==> config.mk <==
export PLATFORM = sky130hd
export DESIGN_NAME = csr_trap_unit
export DESIGN_NICKNAME = d
export VERILOG_FILES = /design/src/rtl/csr_pkg.sv /design/src/rtl/csr_counter64.sv /design/src/rtl/csr_trap_unit.sv
export SDC_FILE = /design/constraint.sdc
export NUM_CORES = 1
export LEC_CHECK = 0
export CORE_ASPECT_RATIO = 0.5
export CORE_MARGIN = 2
export CORE_UTILIZATION = 40
export CTS_CLUSTER_SIZE = 10
export DETAILED_ROUTE_END_ITERATION = 8
export DONT_BUFFER_PORTS = 1
export PLACE_DENSITY_LB_ADDON = 0.25
export SLEW_MARGIN = 20
export SYNTH_ARGS = -nofsm -noshare
export SYNTH_HDL_FRONTEND = slang
export SYNTH_SLANG_ARGS = --single-unit
==> constraint.sdc <==
create_clock -name clk -period 3.5 [get_ports clk]
set_clock_uncertainty 0.15 [all_clocks]
set_input_delay 0.7 -clock clk [delete_from_list [all_inputs] [get_ports clk]]
set_output_delay 0.7 -clock clk [all_outputs]
set_load 0.01 [all_outputs]
==> src/rtl/csr_pkg.sv <==
// Shared definitions for the machine-mode CSR / trap unit: addresses, reset
// values, WARL masks, cause codes and csr_op encodings.
package csr_pkg;

  localparam logic [11:0] CSR_MSTATUS   = 12'h300;
  localparam logic [11:0] CSR_MISA      = 12'h301;
  localparam logic [11:0] CSR_MIE       = 12'h304;
  localparam logic [11:0] CSR_MTVEC     = 12'h305;
  localparam logic [11:0] CSR_MSCRATCH  = 12'h340;
  localparam logic [11:0] CSR_MEPC      = 12'h341;
  localparam logic [11:0] CSR_MCAUSE    = 12'h342;
  localparam logic [11:0] CSR_MTVAL     = 12'h343;
  localparam logic [11:0] CSR_MIP       = 12'h344;
  localparam logic [11:0] CSR_MCYCLE    = 12'hB00;
  localparam logic [11:0] CSR_MINSTRET  = 12'hB02;
  localparam logic [11:0] CSR_MCYCLEH   = 12'hB80;
  localparam logic [11:0] CSR_MINSTRETH = 12'hB82;
  localparam logic [11:0] CSR_CYCLE     = 12'hC00;
  localparam logic [11:0] CSR_INSTRET   = 12'hC02;
  localparam logic [11:0] CSR_CYCLEH    = 12'hC80;
  localparam logic [11:0] CSR_INSTRETH  = 12'hC82;
  localparam logic [11:0] CSR_MHARTID   = 12'hF14;

  localparam logic [31:0] MSTATUS_RST   = 32'h0000_1800;
  localparam logic [31:0] MSTATUS_WMASK = 32'h0000_0088;
  localparam logic [31:0] MIE_WMASK     = 32'h0000_0888;
  localparam int unsigned MSTATUS_MIE_BIT  = 3;
  localparam int unsigned MSTATUS_MPIE_BIT = 7;

  localparam logic [4:0] IRQ_M_SOFT  = 5'd3;
  localparam logic [4:0] IRQ_M_TIMER = 5'd7;
  localparam logic [4:0] IRQ_M_EXT   = 5'd11;

  typedef enum logic [4:0] {
    EXC_INSN_MISALIGN  = 5'd0,
    EXC_INSN_FAULT     = 5'd1,
    EXC_ILLEGAL_INSN   = 5'd2,
    EXC_BREAKPOINT     = 5'd3,
    EXC_LOAD_MISALIGN  = 5'd4,
    EXC_LOAD_FAULT     = 5'd5,
    EXC_STORE_MISALIGN = 5'd6,
    EXC_STORE_FAULT    = 5'd7,
    EXC_ECALL_U        = 5'd8,
    EXC_ECALL_S        = 5'd9,
    EXC_ECALL_M        = 5'd11
  } exc_code_e;

  typedef enum logic [1:0] {
    CSR_OP_NONE = 2'b00,
    CSR_OP_RW   = 2'b01,
    CSR_OP_RS   = 2'b10,
    CSR_OP_RC   = 2'b11
  } csr_op_e;

  // Only MIE/MPIE are stored; MPP is hardwired to machine mode.
  function automatic logic [31:0] mstatus_view(input logic mie, input logic mpie);
    logic [31:0] v;
    v = MSTATUS_RST & ~MSTATUS_WMASK;
    v[MSTATUS_MIE_BIT]  = mie;
    v[MSTATUS_MPIE_BIT] = mpie;
    return v;
  endfunction

  // Reserved mtvec modes 2 and 3 collapse to direct mode.
  function automatic logic [31:0] mtvec_warl(input logic [31:0] v);
    return {v[31:2], (v[1:0] == 2'b01) ? 2'b01 : 2'b00};
  endfunction

endpackage

==> src/rtl/csr_counter64.sv <==
// 64-bit free-running counter with independently writable 32-bit halves.
module csr_counter64 (
  input  logic        clk,
  input  logic        rst,
  input  logic        inc,
  input  logic        wr_lo,
  input  logic        wr_hi,
  input  logic [31:0] wdata,
  output logic [63:0] value
);

  logic [63:0] cnt;

  // A write to either half takes the place of this cycle's increment.
  always_ff @(posedge clk) begin
    if (rst) begin
      cnt <= '0;
    end else if (wr_lo || wr_hi) begin
      if (wr_lo) cnt[31:0]  <= wdata;
      if (wr_hi) cnt[63:32] <= wdata;
    end else if (inc) begin
      cnt <= cnt + 64'd1;
    end
  end

  assign value = cnt;

endmodule

==> src/rtl/csr_trap_unit.sv <==
// Machine-mode CSR file with trap entry, mret return, PC redirect and
// prioritised machine interrupt request.
module csr_trap_unit
  import csr_pkg::*;
#(
  parameter logic [31:0] MISA_VAL  = 32'h4000_0100,
  parameter logic [31:0] HART_ID   = 32'h0000_0000,
  parameter logic [31:0] MTVEC_RST = 32'h0000_0000,
  parameter bit          CNT_EN    = 1'b1
) (
  input  logic        clk,
  input  logic        rst,
  input  logic        csr_en,
  input  logic [2:0]  csr_op,
  input  logic [11:0] csr_addr,
  input  logic [31:0] csr_wdata,
  input  logic        src_is_zero,
  output logic [31:0] csr_rdata,
  output logic        csr_illegal,
  input  logic        trap_req,
  input  logic        trap_is_irq,
  input  logic [4:0]  trap_cause,
  input  logic [31:0] trap_pc,
  input  logic [31:0] trap_tval,
  input  logic        mret,
  input  logic        instret,
  input  logic        irq_ext,
  input  logic        irq_sw,
  input  logic        irq_timer,
  output logic        irq_take,
  output logic [4:0]  irq_cause,
  output logic        redirect_valid,
  output logic [31:0] redirect_pc
);

  logic        mstatus_mie, mstatus_mpie;
  logic [31:0] mie_q, mtvec_q, mscratch_q, mepc_q, mcause_q, mtval_q;
  logic [2:0]  mip_q;
  logic [31:0] mip_view;
  logic [63:0] mcycle_v, minstret_v;

  csr_op_e     op_kind;
  logic        csr_hit, wr_intent, illegal_raw, csr_we;
  logic [31:0] csr_old, csr_wval;
  logic        cyc_wr_lo, cyc_wr_hi, ins_wr_lo, ins_wr_hi;
  logic [31:0] mtvec_base, trap_target;
  logic [31:0] irq_pend;
  logic        unused_ok;

  assign op_kind  = csr_op_e'(csr_op[1:0]);
  assign mip_view = {20'b0, mip_q[2], 3'b0, mip_q[1], 3'b0, mip_q[0], 3'b0};
  assign unused_ok = csr_op[2];

  always_comb begin
    csr_hit = 1'b1;
    csr_old = '0;
    case (csr_addr)
      CSR_MSTATUS:               csr_old = mstatus_view(mstatus_mie, mstatus_mpie);
      CSR_MISA:                  csr_old = MISA_VAL;
      CSR_MIE:                   csr_old = mie_q;
      CSR_MTVEC:                 csr_old = mtvec_q;
      CSR_MSCRATCH:              csr_old = mscratch_q;
      CSR_MEPC:                  csr_old = mepc_q;
      CSR_MCAUSE:                csr_old = mcause_q;
      CSR_MTVAL:                 csr_old = mtval_q;
      CSR_MIP:                   csr_old = mip_view;
      CSR_MCYCLE, CSR_CYCLE:     csr_old = mcycle_v[31:0];
      CSR_MCYCLEH, CSR_CYCLEH:   csr_old = mcycle_v[63:32];
      CSR_MINSTRET, CSR_INSTRET: csr_old = minstret_v[31:0];
      CSR_MINSTRETH, CSR_INSTRETH: csr_old = minstret_v[63:32];
      CSR_MHARTID:               csr_old = HART_ID;
      default:                   csr_hit = 1'b0;
    endcase
  end

  assign wr_intent   = (op_kind == CSR_OP_RW) ||
                       (((op_kind == CSR_OP_RS) || (op_kind == CSR_OP_RC)) && !src_is_zero);
  assign illegal_raw = csr_en && (!csr_hit || ((csr_addr[11:10] == 2'b11) && wr_intent));
  assign csr_illegal = !rst && illegal_raw;
  // Reads still see reset values while rst is high; only illegal accesses blank.
  assign csr_rdata   = illegal_raw ? '0 : csr_old;
  assign csr_we      = csr_en && !illegal_raw && wr_intent && !trap_req && !mret && !rst;

  always_comb begin
    csr_wval = csr_old;
    case (op_kind)
      CSR_OP_RW: csr_wval = csr_wdata;
      CSR_OP_RS: csr_wval = csr_old | csr_wdata;
      CSR_OP_RC: csr_wval = csr_old & ~csr_wdata;
      default:   csr_wval = csr_old;
    endcase
  end

  assign mtvec_base  = {mtvec_q[31:2], 2'b00};
  assign trap_target = ((mtvec_q[1:0] == 2'b01) && trap_is_irq)
                     ? mtvec_base + {25'b0, trap_cause, 2'b00}
                     : mtvec_base;

  assign redirect_valid = !rst && (trap_req || mret);
  assign redirect_pc    = rst      ? '0 :
                          trap_req ? trap_target :
                          mret     ? mepc_q : '0;

  assign irq_pend = mie_q & mip_view;
  assign irq_take = !rst && mstatus_mie && (|irq_pend);

  always_comb begin
    irq_cause = '0;
    if (!rst) begin
      if (irq_pend[IRQ_M_EXT])        irq_cause = IRQ_M_EXT;
      else if (irq_pend[IRQ_M_SOFT])  irq_cause = IRQ_M_SOFT;
      else if (irq_pend[IRQ_M_TIMER]) irq_cause = IRQ_M_TIMER;
    end
  end

  always_ff @(posedge clk) begin
    if (rst) begin
      mstatus_mie  <= 1'b0;
      mstatus_mpie <= 1'b0;
      mie_q        <= '0;
      mip_q        <= '0;
      mtvec_q      <= MTVEC_RST;
      mscratch_q   <= '0;
      mepc_q       <= '0;
      mcause_q     <= '0;
      mtval_q      <= '0;
    end else begin
      mip_q <= {irq_ext, irq_timer, irq_sw};
      if (trap_req) begin
        mepc_q       <= trap_pc & ~32'h3;
        mcause_q     <= {trap_is_irq, 26'b0, trap_cause};
        mtval_q      <= trap_tval;
        mstatus_mpie <= mstatus_mie;
        mstatus_mie  <= 1'b0;
      end else if (mret) begin
        mstatus_mie  <= mstatus_mpie;
        mstatus_mpie <= 1'b1;
      end else if (csr_we) begin
        case (csr_addr)
          CSR_MSTATUS: begin
            mstatus_mie  <= csr_wval[MSTATUS_MIE_BIT];
            mstatus_mpie <= csr_wval[MSTATUS_MPIE_BIT];
          end
          CSR_MIE:      mie_q      <= csr_wval & MIE_WMASK;
          CSR_MTVEC:    mtvec_q    <= mtvec_warl(csr_wval);
          CSR_MSCRATCH: mscratch_q <= csr_wval;
          CSR_MEPC:     mepc_q     <= csr_wval & ~32'h3;
          CSR_MCAUSE:   mcause_q   <= csr_wval;
          CSR_MTVAL:    mtval_q    <= csr_wval;
          default: ;
        endcase
      end
    end
  end

  assign cyc_wr_lo = CNT_EN && csr_we && (csr_addr == CSR_MCYCLE);
  assign cyc_wr_hi = CNT_EN && csr_we && (csr_addr == CSR_MCYCLEH);
  assign ins_wr_lo = CNT_EN && csr_we && (csr_addr == CSR_MINSTRET);
  assign ins_wr_hi = CNT_EN && csr_we && (csr_addr == CSR_MINSTRETH);

  csr_counter64 u_mcycle (
    .clk   (clk),
    .rst   (rst),
    .inc   (CNT_EN),
    .wr_lo (cyc_wr_lo),
    .wr_hi (cyc_wr_hi),
    .wdata (csr_wval),
    .value (mcycle_v)
  );

  csr_counter64 u_minstret (
    .clk   (clk),
    .rst   (rst),
    .inc   (CNT_EN && instret),
    .wr_lo (ins_wr_lo),
    .wr_hi (ins_wr_hi),
    .wdata (csr_wval),
    .value (minstret_v)
  );

endmodule
## Word level (Yosys, flattened, before mapping)

Cells that the tools add are included.

| storage, ports and cells | value |
|---|---|
| word-level logic and storage cells | 147 |
| output and inout port bits | 72 |
| bits in registers | 294 |

| operators by class | value |
|---|---|
| add/sub/neg operators | 3 |
| eq/ne operators | 29 |
| bitwise operators | 6 |
| mux-type cells | 39 |
| reduce and logical (&&, ||, !) cells | 56 |

Operator list:

| kind | number |
|---|---|
| $mux W32 | 21 |
| $pmux W32 S13 | 1 |
| $mux W64 | 3 |
| $add A64 B1 Y64 const B | 2 |
| $eq A12 B10 Y1 const B | 9 |
| $eq A12 B12 Y1 const B | 9 |
| $pmux W32 S3 | 1 |
| $add A32 B7 Y32 | 1 |
| $and A32 B32 Y32 | 1 |
| $not A32 Y32 | 1 |
| $or A32 B32 Y32 | 1 |
| $reduce_or A32 Y1 | 1 |
| $reduce_or A18 Y1 | 1 |
| $logic_and A1 B1 Y1 | 17 |
| $reduce_bool A2 Y1 | 7 |
| $and A12 B12 Y12 | 1 |
| $reduce_and A3 Y1 | 4 |
| $reduce_and A4 Y1 | 3 |
| $reduce_or A2 Y1 | 5 |
| $mux W1 | 9 |
| $mux W4 | 2 |
| $ne A2 B1 Y1 const B | 4 |
| $reduce_and A2 Y1 | 4 |
| $eq A2 B1 Y1 const B | 3 |
| 7 further kinds | 22 |

## Depth between registers and ports, before layout

Gate-level depths: netlist (run 1).

| logic depth | value |
|---|---|
| word-level depth | 17 |
| mapped depth | 12 |
| depth with buffers taken out | 9 |

## By module

Synthesis (run 1) repeated with hierarchy kept, for this count alone.

| second synthesis, totals | value |
|---|---|
| cell total of the unflattened synthesis | 2604 |
| area total of the unflattened synthesis | 20034.2 sq um |

By module, submodules not included:

| module | cells each | seq. area each (sq um) | area an instance (sq um) | instances |
|---|---|---|---|---|
| csr_trap_unit | 1514 | 3303.2 | 11648.7 | 1 |
| csr_counter64 | 545 | 1281.2 | 4192.8 | 2 |

## Worst setup path before layout (run 1)

No wires, ideal clock.

| path | value |
|---|---|
| path kind | input port to output port |
| start | in trap_cause[0] |
| end | out redirect_pc[16] |
| setup slack | 0.028 ns |
| stages | 9 |
| arrival time | 2.622 ns |
| path through | ha_1 > fa_1 > a21o_1 > a21oi_1 > nor2b_1 > o2111a_1 > clkbuf_1 > xnor2_1 > a211oi_1 |

| on the way | value |
|---|---|
| word-level cells in the longest chain between the ends | 4 |

Ends and longest elaborated chain:

| element | RTL line | RTL |
|---|---|---|
| start, declared | csr_trap_unit.sv:22 | `input logic [4:0] trap_cause,` |
| $add A32 B7 Y32 | csr_trap_unit.sv:96 | `? mtvec_base + {25'b0, trap_cause, 2'b00}` |
| $mux W32 | csr_trap_unit.sv:96 |  |
| $mux W32 | csr_trap_unit.sv:101 | `trap_req ? trap_target :` |
| $mux W32 | csr_trap_unit.sv:100 | `assign redirect_pc = rst ? '0 :` |
| end, declared | csr_trap_unit.sv:33 | `output logic [31:0] redirect_pc` |

No other way between the ends.

## Final worst setup path (run 1)

| path | value |
|---|---|
| start | reg mtvec_q[2] |
| end | out redirect_pc[24] |

| on the way | value |
|---|---|
| word-level cells in the longest chain between the ends | 4 |

Ends and longest elaborated chain:

| element | RTL line | RTL |
|---|---|---|
| start, declared | csr_trap_unit.sv:37 | `logic [31:0] mie_q, mtvec_q, mscratch_q, mepc_q, mcause_q, mtval_q;` |
| start signal, assigned | csr_trap_unit.sv:145 | `CSR_MTVEC: mtvec_q <= mtvec_warl(csr_wval);` |
| $add A32 B7 Y32 | csr_trap_unit.sv:96 |  |
| $mux W32 | csr_trap_unit.sv:96 |  |
| $mux W32 | csr_trap_unit.sv:101 |  |
| $mux W32 | csr_trap_unit.sv:100 |  |

No other way between the ends.

==> results of run 1 <==
## cell type report
cell class                      count  area share, %
Clock inverter                      3          0.129
Antenna cell                        2         0.0215
Sequential cell                   293           25.2
Clock buffer                       39           3.96
Inverter                           29          0.468
Tap cell                          660           3.55
Multi-Input combinational cell   2080           56.9
Timing Repair Buffer              257           9.74
## critical path, stage by stage (launching register included)
cell                       delay [ns]
sky130_fd_sc_hd__dfxtp_2         0.33
sky130_fd_sc_hd__ha_4            0.16
sky130_fd_sc_hd__fa_2            0.35
sky130_fd_sc_hd__a21o_1          0.18
sky130_fd_sc_hd__a21oi_2         0.18
sky130_fd_sc_hd__nor2b_2         0.07
sky130_fd_sc_hd__o2111a_2        0.33
sky130_fd_sc_hd__buf_6           0.15
sky130_fd_sc_hd__nand4_1         0.08
sky130_fd_sc_hd__xor2_1          0.16
sky130_fd_sc_hd__o21ai_1         0.08
sky130_fd_sc_hd__buf_4           0.17
## sequential cells by signal, indices dropped and copies added, names as in the netlist
register and count:
mscratch_q 32, mtval_q 32, mie_q 3, mstatus_mie 1, mstatus_mpie 1, mepc_q 30, mip_q 3, mcause_q 32
u_mcycle.value 64, u_minstret.value 64, mtvec_q 31
## stage by stage
step,TNS [ns],worst slack (ns),instance area (µm²)
after floorplan,0,0.0282,20200
after global placement,-1.54,-0.186,22100
after detailed placement,-1.60,-0.180,22100
after CTS,-1.72,-0.143,23200
after global routing,-2.88,-0.190,23300
final,-1.30,-0.139,23300
## repair_timing
action	4_1_cts	5_1_grt
gates resized for setup	29	15
setup endpoints to repair	22	24
hold buffers	0	0
setup buffers	3	3
pin swaps	20	6
## how the worst max path moves through the flow
stage | slack, ns | cells after the start | start | to
after floorplan | 0.03 | 9 | trap_cause[0] | redirect_pc[16]
after global placement | -0.19 | 11 | trap_cause[0] | redirect_pc[28]
after detailed placement | -0.18 | 11 | trap_cause[0] | redirect_pc[24]
after CTS | -0.14 | 11 | mtvec_q[2] | redirect_pc[28]
after global routing | -0.19 | 11 | mtvec_q[2] | redirect_pc[28]
final | -0.14 | 11 | mtvec_q[2] | redirect_pc[24]
## layer usage
| metal | track usage, % | share of wire (%) | vias up |
|---|---|---|---|
| met2 | 48.4 | 41 | 1295 |
| met3 | 8.43 | 12 | 218 |
| met1 | 49.0 | 44 | 10600 |
| met4 | 11.6 | 3.9 | 0 |
| li1 | - | - | 9989 |
| met5 | 0 | 0 | - |
## cell families (layout without fill, tap and decap cells)
kind of cell	count (synthesis)	after routing	synth area share, %
buffers and inverters	271	328	6.20
AND/OR/NAND/NOR	1062	1062	26.7
XOR/XNOR	58	58	2.52
other	1	5	0.0186
flip-flops	293	293	29.1
multiplexers	123	123	6.68
AO/OA/AOI/OAI	826	826	28.2
adder cells (fa/ha/maj)	8	8	0.534
## cell usage in the layout, fill, tap and decap left out, drive strengths merged, types with 29 or more instances in the layout
cell,synthesis,layout
nor2,254,254
a211oi,92,92
buf,106,257
nand2,306,306
clkbuf,136,39
inv,29,30
nand3,125,125
o21ai,153,153
nor3,59,59
and3,53,53
nand4,51,51
dfxtp,293,293
mux2i,76,76
and2,29,29
nor4,36,36
mux2,42,42
a211o,43,43
a22oi,32,32
o22ai,45,45
a31oi,57,57
a21oi,203,203
xnor2,42,42
## power groups by stage
stage                     Clock, mW  Sequential (mW)  Combinational [mW]
after CTS                      3.35             3.44               0.685
after detailed placement          0             3.51               0.680
after global placement            0             3.51               0.676
final                          3.34             3.44               0.717
after floorplan                   0             3.49               0.526
after global routing           3.48             3.44               0.744
==> flow_results.org, run 1 <==
** Timing
- Subtracting the final worst setup slack from the clock period gives 3.64 ns.
- Static timing analysis puts the maximum clock frequency at 275 MHz.
- Measured against its own limit, the worst slew margin works out to 31.7%.
- After layout, the worst path uses 104% of the clock period.
- WHS :: 0.0826 ns
- The final max-slew violation count was 0.
- Final number of hold-violating endpoints :: 0
- Setup violations remaining at the end of the flow were counted as 18.
- Actual transition at the worst max-transition pin :: 1.02 ns
- Final setup margin :: -0.139 ns
- Setup repair after global routing could not meet its margin everywhere.

** Min path
- The path class of the tightest hold or removal check is input pin to flop.
- Worst hold start :: rst
- The path with the worst hold slack has its endpoint at mip_q[0].
- Counting instances, the worst hold path has a depth of 1.

** Critical path
- Of all nets on the critical path, the largest fanout is 5.
- Startpoint of the worst register-to-register path :: u_minstret.value[0]
- Endpoint of the most critical register-to-register path :: u_minstret.value[36]
- The number of cells on the worst reg-to-reg path is 8.
- The worst setup path is launched from a flop.
- The critical path is of the flop to output pin type.
- Kind of end point of the critical path :: output pin
- Req. time, crit path :: 2.65 ns
- The setup check on the worst reg-to-reg path leaves a slack of 0.42 ns.
- Worst path arrival time :: 2.79 ns

** Floorplan
- Row generation in the floorplan step produced 58 rows.
- Measured along the x axis, the die boundary spans 322 µm.
- Die Area :: 52,300 µm²
- Measured along the y axis, the die boundary spans 163 µm.
- Initial cell density of the core :: 40.3%
- The floorplan step defined a core boundary enclosing 50,000 µm².
- In this run the count of I/O pins placed on the die edge is 199.

** Synth
- Yosys mapped the design onto 103 distinct sky130hd cell types.
- For this run, asynchronously set or reset flops after synthesis account for 0%.
- A synthesized cell averages 7.63 µm².
- Counting flops with a built-in enable in the synthesized netlist gives 0.
- Top-count cell post-synth :: sky130_fd_sc_hd__nand2_1
- Portion of synthesized cell area occupied by the leading cell type :: 29.1%
- Main synth FF type :: sky130_fd_sc_hd__dfxtp_1
- In this run the cell area of the synthesized design comes to 20,200 µm².
- For this run, the register share of the synthesized area comes to 29.1%.
- Commonest cells in the synthesized netlist :: sky130_fd_sc_hd__nand2_1, sky130_fd_sc_hd__dfxtp_1, sky130_fd_sc_hd__nor2_1
- The Yosys step of the flow raised 0 warnings.
- #FFs+latches synth :: 293
- After synthesis, the cell types taking the most area are sky130_fd_sc_hd__dfxtp_1, sky130_fd_sc_hd__nand2_1, sky130_fd_sc_hd__a21oi_1, sky130_fd_sc_hd__nor2_1, sky130_fd_sc_hd__mux2i_1.
- Post-Syn Instances :: 2,642
- Of all cell types, the one taking the most synthesized area is sky130_fd_sc_hd__dfxtp_1.

** Layout
- The multi-input combinational cells in the finished layout cover a total of 13,300 µm².
- Fraction of final layout cells sized beyond drive strength 1 :: 16.5%
- Once layout is complete, the cells apart from fillers number 3,363.
- Share of the core filled with cells in the final layout :: 46.6%
- Counting the fill cells in the layout gives 4,955.
- Layout Area Growth over Synthesis :: 15.4%
- For this run, the post-layout net count is 2,831.
- Area occupied by registers :: 5870 µm²

** Place
- Number of cells in the design after placement :: 3,313
- Count of input and output buffers :: 0
- Gpl congestion :: 1.00
- Once detailed placement completed, the half-perimeter wirelength came to 67.6 mm.

** CTS
- CTS tree :: yes
- The clock passes through at most 3 buffers.
- In this run, CTS created clock tree buffers numbering 35.
- The H-tree generated during clock tree synthesis spans 2 levels.
- In this run the clock root is driven by a sky130_fd_sc_hd__clkbuf_16.
- Clock-pin slew was measured on the worst setup and hold paths at 0.06 ns.
- Total number of clock tree sinks :: 293
- Source-to-sink clock delay at the later pin of the worst-skew pair :: 0.55 ns

** Power and ir drop
- Of the total power, the clock network draws 44.6%.
- The worst-case IR drop observed on VDD is 0.233 mV.
- Final Power :: 7.50 mW
- Cell internal power dissipation :: 5.53 mW
- For this design the ratio of total power to cell area is 322 nW/µm².
- Net switching is 26.3% of the power.
- Per report_power, the sequential group accounts for 45.9% of the total.
- Share of total power in combinational logic :: 9.6%
- Static power due to leakage :: 7.79 nW
- Switching component of the power :: 1.97 mW

** Status
- Violations in the final reports :: negative setup slack
- The run finished, with violations left.

** Detailed routing
- After detailed routing, the number of remaining DRC violations is 0.
- Number of DRC violations after detailed-routing iteration 0 :: 2,994
- Vias per cell :: 6.57
- The first TritonRoute pass finished after 6 iterations.
- Detail-routed net length per standard cell :: 27.3 µm
- The final route contains 22,100 vias.
- Once detail routing completed, the nets flagged for antenna violations numbered 0.
- Post-Route WL :: 91.9 mm

** Job
- Max-cap viol count :: 0

** Global routing
- Entering global routing, the biggest net connects 285 pins.
- Number of global-route vias before repair :: 19,700
- The initial antenna violation count was 3.
- Total grt overflow :: 0
- First-pass GRT wire length :: 133 mm
- Global routing used 33.9% of the available tracks.
Note: power is estimated with default switching activity, not from simulation.
==> run 2, diff against run 1 <==
- BUFFER_PORTS_ARGS: not set -> -buffer_cell sky130_fd_sc_hd__buf_2
- DONT_BUFFER_PORTS: 1 -> not set
- SKIP_CTS_REPAIR_TIMING: not set -> 1
- SYNTH_HIERARCHICAL: not set -> 1
==> run 2 against run 1 <==
Net effect: wire length increased by 5.5%; cell count increased by 11%; the run still ends with negative setup slack left; die area decreased by 0.65%; sequential share of layout area decreased by 3.6 points; power increased by 8.0%; synthesized area decreased by 0.66%; global-route usage increased by 1.5 points; critical path type unchanged; largest power group is now clock.
==> flow_results.org, run 2 <==
** Layout
- Fraction of final layout cells sized beyond drive strength 1 :: 30.7% (+14 points)
- The area growth from synthesis to layout is 35.6%.
- Number of antenna cells inserted :: 0 (-2)
- The register cell area after layout is 5870 µm² (+0.11%).
- The post-route non-filler standard cell count came to 3,744 (+11%).
- The library cell used most frequently in the layout, excluding fill and tap cells, is sky130_fd_sc_hd__buf_4.
- The total area of multi-input combinational cells was 14,000 µm² (+6.0%).
- In the layout the commonest cells are sky130_fd_sc_hd__buf_4, sky130_fd_sc_hd__dfxtp_1, sky130_fd_sc_hd__nand2_1, sky130_fd_sc_hd__nor2_1, sky130_fd_sc_hd__buf_2.
- The post-layout net count is 3,221 (+14%).
- The count of fill cells added during filler insertion is 4,552 (-8.1%).
- The final instance area came to 27,200 µm² (+17%).

** Synth
- The area share of xor/xnor cells in the synthesized design was 3.89% (+1.4 points).
- The count of flip-flops with a built-in enable after synthesis came to 0 (unchanged).
- Netlist cell types :: 98 (-4.9%)
- Netlist Area Pre-Place :: 20,000 µm² (-0.66%)
- The post-synthesis cell count came to 2,604 (-1.4%).
- The average size of a mapped cell was 7.69 µm² (+0.79%).
- Share of async-settable or async-resettable flops after synthesis :: 0% (unchanged)
- Post-Synth Simple-Gate Area :: 29.2% (+2.5 points)
- Post-synthesis mux area share :: 3.70% (-3.0 points)
- The adder and majority cell fraction of the synthesized area came to 0.537% (+0.0036 points).
- Commonest cells in the synthesized netlist :: sky130_fd_sc_hd__nand2_1, sky130_fd_sc_hd__dfxtp_1, sky130_fd_sc_hd__nor2_1
- Main synth FF type :: sky130_fd_sc_hd__dfxtp_1
- #FFs+latches synth :: 293 (unchanged)
- The share of the synthesized area in the top cell type is 29.3% (+0.19 points).
- The synthesized design spends more area on one cell type than any other, namely sky130_fd_sc_hd__dfxtp_1.
- Synth top area cells :: sky130_fd_sc_hd__dfxtp_1, sky130_fd_sc_hd__nand2_1, sky130_fd_sc_hd__nor2_1, sky130_fd_sc_hd__a21oi_1, sky130_fd_sc_hd__o21ai_0
- Main combinational cell family by area after synthesis :: simple AND/OR/NAND/NOR gates
- Post-synthesis sequential area ratio :: 29.3% (+0.19 points)
- Yosys instantiated no cell more often than sky130_fd_sc_hd__nand2_1.
- Area fraction in compound gates after synthesis :: 27.2% (-0.98 points)
- Synthesis warning total :: 6 (+6)

** Power and ir drop
- Switching share of power :: 28.4% (+2.1 points)
- Switching component of the power :: 2.30 mW (+17%)
- Share of total power in combinational logic :: 14.8% (+5.2 points)
- Proportion of power drawn by flip-flops and latches :: 42.5% (-3.4 points)
- Power density over the cells :: 298 nW/µm² (-7.5%)
- The proportion of power drawn by the clock network is 42.7% (-1.9 points).
- Cell internal power dissipation :: 5.79 mW (+4.8%)
- The peak supply drop came to 0.245 mV (+5.1%).
- Static power due to leakage :: 10.3 nW (+33%)

** Timing
- The worst hold margin was 0.230 ns (+0.147 ns).
- Tmin final :: 3.72 ns (+0.0817 ns)
- Number of max-slew violations in the final report :: 0 (unchanged)
- The worst setup slack after layout was -0.220 ns (-0.0817 ns).
- RSZ-0062 raised after global routing :: true
- Fin crit share :: 106% (+2.3 points)
- The slew at the pin closest to its max-slew limit was 0.905 ns (-0.119 ns).
- Final setup TNS :: -3.13 ns (-1.84 ns)
- Max-Slew Margin vs Limit :: 39.1% (+7.4 points)
- The number of failing setup endpoints in the final timing report came to 43 (+25).
- Fmax achieved :: 269 MHz (-2.2%)
- The final hold violation count came to 0 (unchanged).

** CTS
- TritonCTS built the clock tree.
- Source-to-sink clock delay at the later pin of the worst-skew pair :: 0.53 ns (-0.02 ns)
- The total clock buffers created by CTS came to 36 (+2.9%).
- The clock net sink count is 293 (unchanged).
- The H-tree level count was 2 (unchanged).
- CTS placed an instance of sky130_fd_sc_hd__clkbuf_16 at the clock tree root.
- Clock-pin slew reported for the worst setup and hold paths after clock tree synthesis :: 0.06 ns (about the same)
- The maximum clock path buffer count is 3 (unchanged).

** Detailed routing
- The DRC violations left is 0 (unchanged).
- Routed vias :: 24,300 (+10%)
- Detail-routed net length per standard cell :: 25.9 µm (-5.3%)
- Vias per cell :: 6.49 (-1.2%)
- The detailed router's first-iteration violation count was 3,419 (+14%).
- The total wire length after detailed routing was 97.0 mm (+5.5%).
- First-pass DRT Iterations :: 6 (unchanged)
- The remaining number of nets flagged by the antenna check after routing was 0 (unchanged).

** Global routing
- The number of global-route vias before repair came to 21,400 (+8.7%).
- Maximum number of pins on one net before global-route repair :: 151 (-47%)
- The aggregate global routing overflow was 0 (unchanged).
- The global-route wire length before repair is 139 mm (+4.5%).
- Antenna violations before repair :: 4 (+1)
- All-layer global routing usage :: 35.3% (+1.5 points)

** Place
- Detailed placer's ending HPWL :: 73.0 mm (+8.1%)
- The global placer's final weighted congestion came to 0.998 (-0.21%).
- Post-Place Cell Area :: 24,600 µm² (+11%)
- Number of cells in the design after placement :: 3,653 (+10%)
- The post-place setup slack was -0.456 ns (-0.276 ns).
- Count of input and output buffers :: 192 (+192)

** Min path
- The startpoint identified for the worst hold timing path is irq_ext.
- The path class of the tightest hold or removal check is input pin to flop.

** Critical path
- The worst setup path is of the flop to output pin kind.
- Startpoint of the worst register-to-register path :: u_minstret/value[1]
- Kind of end point of the critical path :: output pin
- Critical path origin :: mtvec_q[2]
- Req. time, crit path :: 2.65 ns (about the same)
- The arrival time of the worst setup path was 2.87 ns (+0.08 ns).
- The worst setup path is launched from a flop.
- CP Max Fanout :: 5 (unchanged)

** Floorplan
- Die Area :: 52,000 µm² (-0.65%)
- The floorplan die height is 162 µm (-0.32%).
- Total number of placement rows :: 57 (-1.7%)
- Core box area :: 49,000 µm² (-2.0%)
- Die boundary width :: 321 µm (-0.33%)
- The effective utilization at floorplan is 40.9% (+0.55 points).
- The count of boundary I/O pins came to 199 (unchanged).

** Status
- The checks that failed: negative setup slack.
- Run status :: complete, but fails checks

** Job
- The max-capacitance violation count is 0 (unchanged).
## run 2: changes by cell type after synthesis, sizes merged, moves of 32 or more
cell	previous run	this run
a311oi	2	34
inv	29	77
mux2i	76	20
buf	106	73
nand4	51	88
o22ai	45	10
a21oi	203	142
## run 2: logic make-up after synthesis
| group | after synthesis |
|---|---|
| AO/OA/AOI/OAI | 744 |
| buffers and inverters | 291 |
| flip-flops | 293 |
| XOR/XNOR | 89 |
| adder cells (fa/ha/maj) | 8 |
| multiplexers | 55 |
| AND/OR/NAND/NOR | 1122 |
| other | 2 |
## run 2: cell type report
type / instances / share of cell area, %
clock buffer: 43 / 3.53
clock inverter: 4 / 0.115
inverter: 79 / 1.09
multi-input combinational: 2029 / 51.7
sequential: 293 / 21.6
tap: 649 / 2.99
timing repair buffer: 647 / 18.9
## run 2: through the flow
stage,util [%],power [mW]
after detailed placement,50.1,4.60
final,55.4,8.09
after global routing,55.4,8.31
after global placement,50.1,4.60
after floorplan,-,4.01
after CTS,52.2,7.99
## run 2: final timing paths
kind / cells past startpoint / to / slack, ns
min reg2reg: 2 / mstatus_mie / 0.32
min: 2 / mip_q[2] / 0.23
max: 12 / redirect_pc[22] / -0.22
max reg2reg: 5 / u_minstret/value[44] / 0.57
## run 2: metal layers
layer / GRT usage [%] / wire length (µm) / share of wire [%] / up-vias
met5: 0 / 25 / 0.026 / -
met4: 9.58 / 3160 / 3.3 / 4
met3: 7.34 / 11700 / 12 / 219
met2: 52.3 / 40800 / 42 / 1553
met1: 51.6 / 41200 / 43 / 11800
li1: - / - / - / 10700
## run 2: power groups by stage
stage          Combinational, mW  Clock [mW]  Sequential [mW]
2_1_floorplan              0.521           0             3.49
3_3_place_gp                1.09           0             3.51
3_5_place_dp                1.09           0             3.51
4_1_cts                     1.10        3.46             3.44
5_1_grt                     1.25        3.61             3.44
6_report                    1.20        3.45             3.44
## run 2: critical path: stages, from the launching register on
cell	delay, ns
sky130_fd_sc_hd__dfxtp_2	0.33
sky130_fd_sc_hd__ha_4	0.16
sky130_fd_sc_hd__fa_2	0.39
sky130_fd_sc_hd__a21oi_2	0.13
sky130_fd_sc_hd__o21bai_1	0.11
sky130_fd_sc_hd__a21oi_1	0.19
sky130_fd_sc_hd__buf_4	0.19
sky130_fd_sc_hd__nor4_4	0.04
sky130_fd_sc_hd__buf_4	0.17
sky130_fd_sc_hd__buf_4	0.14
sky130_fd_sc_hd__xnor2_2	0.12
sky130_fd_sc_hd__o21ai_2	0.19
sky130_fd_sc_hd__buf_2	0.17
